===== src/rtl/display_timer_scan.sv =====
// MM:SS BCD countdown timer driven by divider square waves (sampled as data),
// multiplexed onto a 4-digit common-anode 7-segment display.
module display_timer_scan #(
  parameter int unsigned SYNC_STAGES    = 2,
  parameter bit          SEG_ACTIVE_LOW = 1'b1
) (
  input  logic        clock_in,
  input  logic        reset_n,
  input  logic        scan_wave_in,
  input  logic        sec_wave_in,
  input  logic        start,
  input  logic        stop,
  input  logic        load,
  input  logic [15:0] load_value,
  output logic [3:0]  digit_sel,
  output logic [6:0]  segments,
  output logic        dp,
  output logic        running,
  output logic        done
);

  localparam int unsigned CNT_W = 16;
  localparam int unsigned SEG_W = 7;
  localparam int unsigned DIG_W = 4;

  // XOR masks that flip the active-low encoding when pins are active-high
  localparam logic [DIG_W-1:0] DIG_INV = {DIG_W{~SEG_ACTIVE_LOW}};
  localparam logic [SEG_W-1:0] SEG_INV = {SEG_W{~SEG_ACTIVE_LOW}};
  localparam logic             DP_INV  = ~SEG_ACTIVE_LOW;

  typedef enum logic [1:0] {IDLE, RUN, PAUSE, DONE} state_e;

  logic [SYNC_STAGES-1:0] scan_sync_q, sec_sync_q;
  logic                   scan_edge_q, sec_edge_q;
  logic                   scan_tick, sec_tick, sec_level;

  state_e                 state_q, state_d;
  logic [CNT_W-1:0]       count_q, count_d, count_dec;
  logic                   running_q, done_q;
  logic [1:0]             idx_q;

  logic [DIG_W-1:0]       digit_sel_q, digit_sel_d;
  logic [SEG_W-1:0]       segments_q, segments_d;
  logic                   dp_q, dp_d;
  logic [3:0]             cur_digit;

  function automatic logic [3:0] clamp9(input logic [3:0] d);
    return (d > 4'd9) ? 4'd9 : d;
  endfunction

  function automatic logic [CNT_W-1:0] clamp_load(input logic [CNT_W-1:0] v);
    logic [3:0] st;
    st = (v[7:4] > 4'd5) ? 4'd5 : v[7:4];
    return {clamp9(v[15:12]), clamp9(v[11:8]), st, clamp9(v[3:0])};
  endfunction

  function automatic logic [CNT_W-1:0] bcd_dec(input logic [CNT_W-1:0] c);
    logic [3:0] mt, mu, st, su;
    {mt, mu, st, su} = c;
    if (su != 4'd0) su = su - 4'd1;
    else begin
      su = 4'd9;
      if (st != 4'd0) st = st - 4'd1;
      else begin
        st = 4'd5;
        if (mu != 4'd0) mu = mu - 4'd1;
        else begin
          mu = 4'd9;
          mt = mt - 4'd1;
        end
      end
    end
    return {mt, mu, st, su};
  endfunction

  // Active-low {g,f,e,d,c,b,a}; non-BCD codes blank
  function automatic logic [SEG_W-1:0] seg_decode(input logic [3:0] d);
    case (d)
      4'd0:    return 7'b1000000;
      4'd1:    return 7'b1111001;
      4'd2:    return 7'b0100100;
      4'd3:    return 7'b0110000;
      4'd4:    return 7'b0011001;
      4'd5:    return 7'b0010010;
      4'd6:    return 7'b0000010;
      4'd7:    return 7'b1111000;
      4'd8:    return 7'b0000000;
      4'd9:    return 7'b0010000;
      default: return 7'b1111111;
    endcase
  endfunction

  // Wave synchronizers and rising-edge detectors
  always_ff @(posedge clock_in or negedge reset_n) begin
    if (!reset_n) begin
      scan_sync_q <= '0;
      sec_sync_q  <= '0;
      scan_edge_q <= 1'b0;
      sec_edge_q  <= 1'b0;
    end else begin
      scan_sync_q <= {scan_sync_q[SYNC_STAGES-2:0], scan_wave_in};
      sec_sync_q  <= {sec_sync_q[SYNC_STAGES-2:0], sec_wave_in};
      scan_edge_q <= scan_sync_q[SYNC_STAGES-1];
      sec_edge_q  <= sec_sync_q[SYNC_STAGES-1];
    end
  end

  assign sec_level = sec_sync_q[SYNC_STAGES-1];
  assign scan_tick = scan_sync_q[SYNC_STAGES-1] & ~scan_edge_q;
  assign sec_tick  = sec_level & ~sec_edge_q;
  assign count_dec = bcd_dec(count_q);

  always_ff @(posedge clock_in or negedge reset_n) begin
    if (!reset_n) begin
      state_q   <= IDLE;
      count_q   <= '0;
      running_q <= 1'b0;
      done_q    <= 1'b0;
    end else begin
      state_q   <= state_d;
      count_q   <= count_d;
      running_q <= (state_d == RUN);
      done_q    <= (state_d == DONE);
    end
  end

  // Priority: load > stop > start > sec tick
  always_comb begin
    state_d = state_q;
    count_d = count_q;
    if (load) begin
      count_d = clamp_load(load_value);
      state_d = IDLE;
    end else begin
      case (state_q)
        IDLE, PAUSE: begin
          if (!stop && start && (count_q != '0)) state_d = RUN;
        end
        RUN: begin
          if (stop) state_d = PAUSE;
          else if (sec_tick) begin
            count_d = count_dec;
            if (count_dec == '0) state_d = DONE;
          end
        end
        DONE:    state_d = DONE;
        default: state_d = IDLE;
      endcase
    end
  end

  always_ff @(posedge clock_in or negedge reset_n) begin
    if (!reset_n) idx_q <= 2'd0;
    else if (scan_tick) idx_q <= idx_q + 2'd1;
  end

  // Display decode built active-low, then polarity-adjusted
  always_comb begin
    cur_digit   = count_q[{idx_q, 2'b00} +: 4];
    digit_sel_d = ~(DIG_W'(1) << idx_q);
    segments_d  = seg_decode(cur_digit);
    dp_d        = (idx_q != 2'd2);
    if ((state_q == DONE) && !sec_level) begin
      segments_d = '1;
      dp_d       = 1'b1;
    end
    digit_sel_d = digit_sel_d ^ DIG_INV;
    segments_d  = segments_d ^ SEG_INV;
    dp_d        = dp_d ^ DP_INV;
  end

  always_ff @(posedge clock_in or negedge reset_n) begin
    if (!reset_n) begin
      digit_sel_q <= 4'b1110 ^ DIG_INV;
      segments_q  <= 7'b1000000 ^ SEG_INV;
      dp_q        <= 1'b1 ^ DP_INV;
    end else begin
      digit_sel_q <= digit_sel_d;
      segments_q  <= segments_d;
      dp_q        <= dp_d;
    end
  end

  assign digit_sel = digit_sel_q;
  assign segments  = segments_q;
  assign dp        = dp_q;
  assign running   = running_q;
  assign done      = done_q;

endmodule


===== config.mk =====
export PLATFORM = sky130hd
export DESIGN_NAME = display_timer_scan
export DESIGN_NICKNAME = d
export VERILOG_FILES = /design/src/rtl/display_timer_scan.sv
export SDC_FILE = /design/constraint.sdc
export NUM_CORES = 1
export LEC_CHECK = 0
export CAP_MARGIN = 15
export CORE_ASPECT_RATIO = 0.75
export CORE_UTILIZATION = 57
export DETAILED_ROUTE_END_ITERATION = 16
export PLACE_DENSITY = 0.87
export SYNTH_ARGS = -nofsm -noshare
export SYNTH_HDL_FRONTEND = slang
export SYNTH_SLANG_ARGS = --single-unit

===== constraint.sdc =====
create_clock -name clock_in -period 6.8 [get_ports clock_in]
set_input_delay 1.36 -clock clock_in [delete_from_list [all_inputs] [get_ports clock_in]]
set_output_delay 1.36 -clock clock_in [all_outputs]
set_load 0.005 [all_outputs]

Yosys cells after proc, flatten, opt, wreduce, memory -nomap -nowiden --
Memories as Yosys holds them, arrays and structs flattened. Cells that the tools add are included.
Word-level totals: input bits 23, bits in registers 40, bits in read-only memories 112, memories 1
Memories:
- (name not given) | depth 16, bits a word 7, read ports 1, clocked after Yosys merged registers in 0, wr ports 0, line 78 | case (d)
Cells by class: bitwise operators 5, magnitude comparators 4, shift operators 2, reduce and logical (&&, ||, !) cells 15, muxes and demuxes 25, add/subtract/negate cells 5, eq/ne operators 7
Operators by type and width (number):
- $mux W16 | 4
- $mux W4 | 13
- $logic_not A16 Y1 | 1
- $reduce_bool A16 Y1 | 1
- $shiftx A16 B5 Y4 | 1
- $sub A4 B1 Y4 const B | 4
- $gt A4 B4 Y1 const B | 3
- $reduce_bool A4 Y1 | 3
- $mux W2 | 5
- $mux W7 | 1
- $eq A2 B2 Y1 const B | 3
- $pmux W2 S3 | 1
- $eq A2 B1 Y1 const B | 2
- $gt A4 B3 Y1 const B | 1
- $not A4 Y4 | 1
- $reduce_bool A2 Y1 | 2
- $shl A1 B2 Y4 const A | 1
- $logic_and A1 B1 Y1 | 3
- $reduce_and A3 Y1 | 1
- $add A2 B1 Y2 const B | 1
- $and A1 B1 Y1 | 2
- $logic_not A1 Y1 | 2
- $logic_not A2 Y1 | 1
- $ne A2 B1 Y1 const B | 1
- 4 further kinds | 5

Depth between registers and ports, before layout --
word-level depth 11, gate-level depth with buffers 7, depth with buffers taken out 6

Least setup slack after synthesis --
Ideal clock, no wire load.
path type input to register, start in stop, end reg count_q[7], buffers on the path 0, stages 4, slack 4.070 ns, arrival time 2.611 ns, cell sequence nor4b_2 > nand3b_1 > or4_1 > and3_1
Between the ends: longest elaborated chain between the ends 2
RTL lines:
- from (decl) | line 12 | input logic stop,
- $ne A2 B1 Y1 (no line)
- $reduce_and A3 Y1 (no line)
- to (signal assigned) | line 121 | count_q <= count_d;
- to (decl) | line 38 | logic [CNT_W-1:0] count_q, count_d, count_dec;
Every way passes these cells. A chain may end at the register's enable or synchronous reset.

Worst setup path in the final report --
Ends and elaborated chain as after synthesis.

==> run metrics <==
status complete, no violations; WS Path Type input port to flip-flop; Rows 19; unique cell type count in the Yosys netlist 52; 1st-pass router iterations 4; Worst Path Buf+Inv 1; WL/cell 15.3 um; WHS about 350 ps; flops & latches, synth 40; Hold Crit Class flip-flop to flip-flop; RSZ-0062 raised after global routing no; Final Max Slew Viols 0; Hold Path Origin sec_sync_q[0]; CTS buffer count 5; Core Util, Final 0.730; Max Cap Viol 0; crit path cell chain clkdlybuf4s50_1 > nor4b_2 > nand3b_1 > or4_1 > and3_1; Worst Clk Skew 4.82 ps; Setup crit start stop; Largest delay share family, worst path simple AND/OR/NAND/NOR gates; Post-synth EDFFs 0; I/O Buffers 36; hold-fix buffers at CTS 0; maximum vdd drop 0.185 mV; initial cell density of the core 0.596; post-route ant nets 0; initial antenna violation count 0; Clock transition at path regs ~70 ps; deepest clock path buffer count 2; Worst EP arrival 3450 ps; Final setup viols 0; Via density 6.03; share of cells above drive strength 1 0.0949; Layout area overhead 22.4%; Worst setup EP type flip-flop; clock net sink count 40; Synth Flop Type dfrtp_1; fmax approximately 0.31 GHz; htree depth 2; Layout Nets around 290; Avg Inst Size Synth ~10 sq um; Critical Path RT 6990 ps; startpoint types input port; Clk Latency, worst-skew pair about 300 ps; final WL 4660 um; Slew HR 0.429; CP max stage delay 580 ps; GPL Wtd Cong 0.876; DRC errors left 0; core area between 3000 and 4000 sq um; setup TNS 0 ps; post-layout min period approximately 3300 ps; GRT Util Overall 0.251; final cycle utilization of the critical path 0.479; fraction of registers with async set or reset after synthesis 1.00; CTS tree yes; largest net degree at the start of global routing 41; Die Span X approximately 74 um; FILL cells around 260; Hold Vio Cnt, Final 0; first-pass GRT wire length 7710 um; Worst R2R Start count_q[3]; # IOs 37; syn_nets between 200 and 300; die area 4110 sq um; GRT overflow 0; leakage 0.00109 uW; clock root buffer clkbuf_8; CTS resizes 0; pwr dens 306 nW/um^2; Ys Warns 0; die height 55.8 um; postcts setup bufs 0; synthesized area 2200 sq um; vias in the first global route 1,646; hpwl dp 3360 um; sequential fraction of the synthesis area 0.458; CP max-delay cell nor4b_2; Crit Path Max Fanout 7; Worst Tran Pin Value around 860 ps; antenna cell count 0; DRT iter0 DRCs 186; Syn Inst Count 218; vias between 1,500 and 2,000
cells by family (layout without fill, tap and decap cells):
| logic type | after synthesis | count (layout) | synth area share |
|---|---|---|---|
| AOI/OAI and AO/OA | 51 | 51 | 0.153 |
| xor gates and xnor gates | 5 | 5 | 0.0199 |
| adders and majority gates | 11 | 11 | 0.0626 |
| buffers and inverters | 25 | 60 | 0.0433 |
| DFF | 40 | 40 | 0.458 |
| muxes | 8 | 8 | 0.0598 |
| and+or+nand+nor | 78 | 78 | 0.203 |
sequential cells by signal (all words and copies together) (netlist names):
name         flops
sec_edge_q       1
state_q          2
scan_sync_q      2
dp               1
running          1
scan_edge_q      1
done             1
segments         7
idx_q            2
sec_sync_q       2
digit_sel        4
count_q         16
report_power, final:
group / total, uW / internal, uW / switching [uW]
logic: 290 / 159 / 131
clock network: 192 / 109 / 82.9
registers: 342 / 299 / 42.7
final timing paths:
path                            endpoint  slack (ps)  depth (start not counted)
max                           count_q[7]        3540                          5
min                        sec_sync_q[1]         350                          0
max reg2reg                  count_q[15]        4390                          4
min reg2reg                sec_sync_q[1]         350                          0
max in group asynchronous     count_q[8]        5090                          1
min in group asynchronous     count_q[3]        1160                          1
worst reg2reg max path: stages (launching register included):
cell and delay [ps]:
dfrtp_1 470, or4_1 700, or3_4 480, or4_1 510, a31oi_1 170
through the flow:
| stage | instances | instance area (sq um) | total power, uW | setup WS (ps) |
|---|---|---|---|---|
| 4_1_cts | 305 | 2690 | 827 | 3580 |
| 6_report | 305 | 2690 | 823 | 3540 |
| 2_1_floorplan | 218 | 2200 | 512 | 4070 |
| 3_5_place_dp | 297 | 2580 | 637 | 3300 |
| 5_1_grt | 305 | 2690 | 878 | 3420 |
| 3_3_place_gp | 297 | 2580 | 621 | 3340 |
placed cells by master (no fill, tap or decap), drive strengths merged, types with 6 or more instances in the layout:
| master | n |
|---|---|
| a21oi | 6 |
| clkbuf | 6 |
| clkdlybuf4s50 | 35 |
| dfrtp | 35 |
| ha | 11 |
| inv | 16 |
| nand2 | 17 |
| nor2 | 14 |
| nor3 | 6 |
| o21ai | 15 |
| o31ai | 6 |
| or4 | 10 |
layer usage:
layer | up-vias | part of all wire | GRT usage | routed length, um
met5 | - | 0 | 0 | 0
li1 | 861 | - | - | -
met4 | 0 | 0.018 | 0.0962 | 85
met1 | 891 | 0.46 | 0.363 | 2130
met2 | 78 | 0.45 | 0.362 | 2110
met3 | 9 | 0.072 | 0.0634 | 334
cell type report:
| type | instances | area, sq um | area share |
|---|---|---|---|
| clock buffer | 6 | 72.6 | 0.0270 |
| clock inverter | 2 | 35.0 | 0.0130 |
| inverter | 16 | 60.1 | 0.0223 |
| multi-input combinational | 153 | 1090 | 0.407 |
| sequential | 40 | 1010 | 0.374 |
| tap | 52 | 65.1 | 0.0242 |
| timing repair buffer | 36 | 355 | 0.132 |
cells in the mapped netlist (2+ instances only):
| cell type | instances | area [sq um] |
|---|---|---|
| xor2_1 | 2 | 17.5 |
| o211ai_1 | 3 | 22.5 |
| inv_1 | 16 | 60.1 |
| nor3b_1 | 2 | 15.0 |
| clkbuf_1 | 8 | 30.0 |
| mux2i_1 | 3 | 30.0 |
| and3_1 | 2 | 12.5 |
| or4_1 | 10 | 75.1 |
| and2_1 | 2 | 12.5 |
| nand2b_1 | 2 | 12.5 |
| nor4_1 | 3 | 18.8 |
| a211o_1 | 2 | 17.5 |
| mux4_2 | 4 | 90.1 |
| ha_1 | 11 | 138 |
| o31ai_1 | 6 | 45.0 |
| nand4b_1 | 2 | 17.5 |
| nor2_1 | 14 | 52.6 |
| dfstp_2 | 5 | 131 |
| o311ai_0 | 2 | 17.5 |
| xnor2_1 | 3 | 26.3 |
| nand2_1 | 17 | 63.8 |
| nor3_1 | 6 | 30.0 |
| a31oi_1 | 5 | 31.3 |
| nand3_1 | 4 | 20.0 |
| o21ai_0 | 14 | 70.1 |
| or2_2 | 3 | 18.8 |
| dfrtp_1 | 35 | 876 |
| nand3b_1 | 3 | 22.5 |
| a21oi_1 | 6 | 30.0 |
No activity file was read; power rests on OpenSTA's default activity.
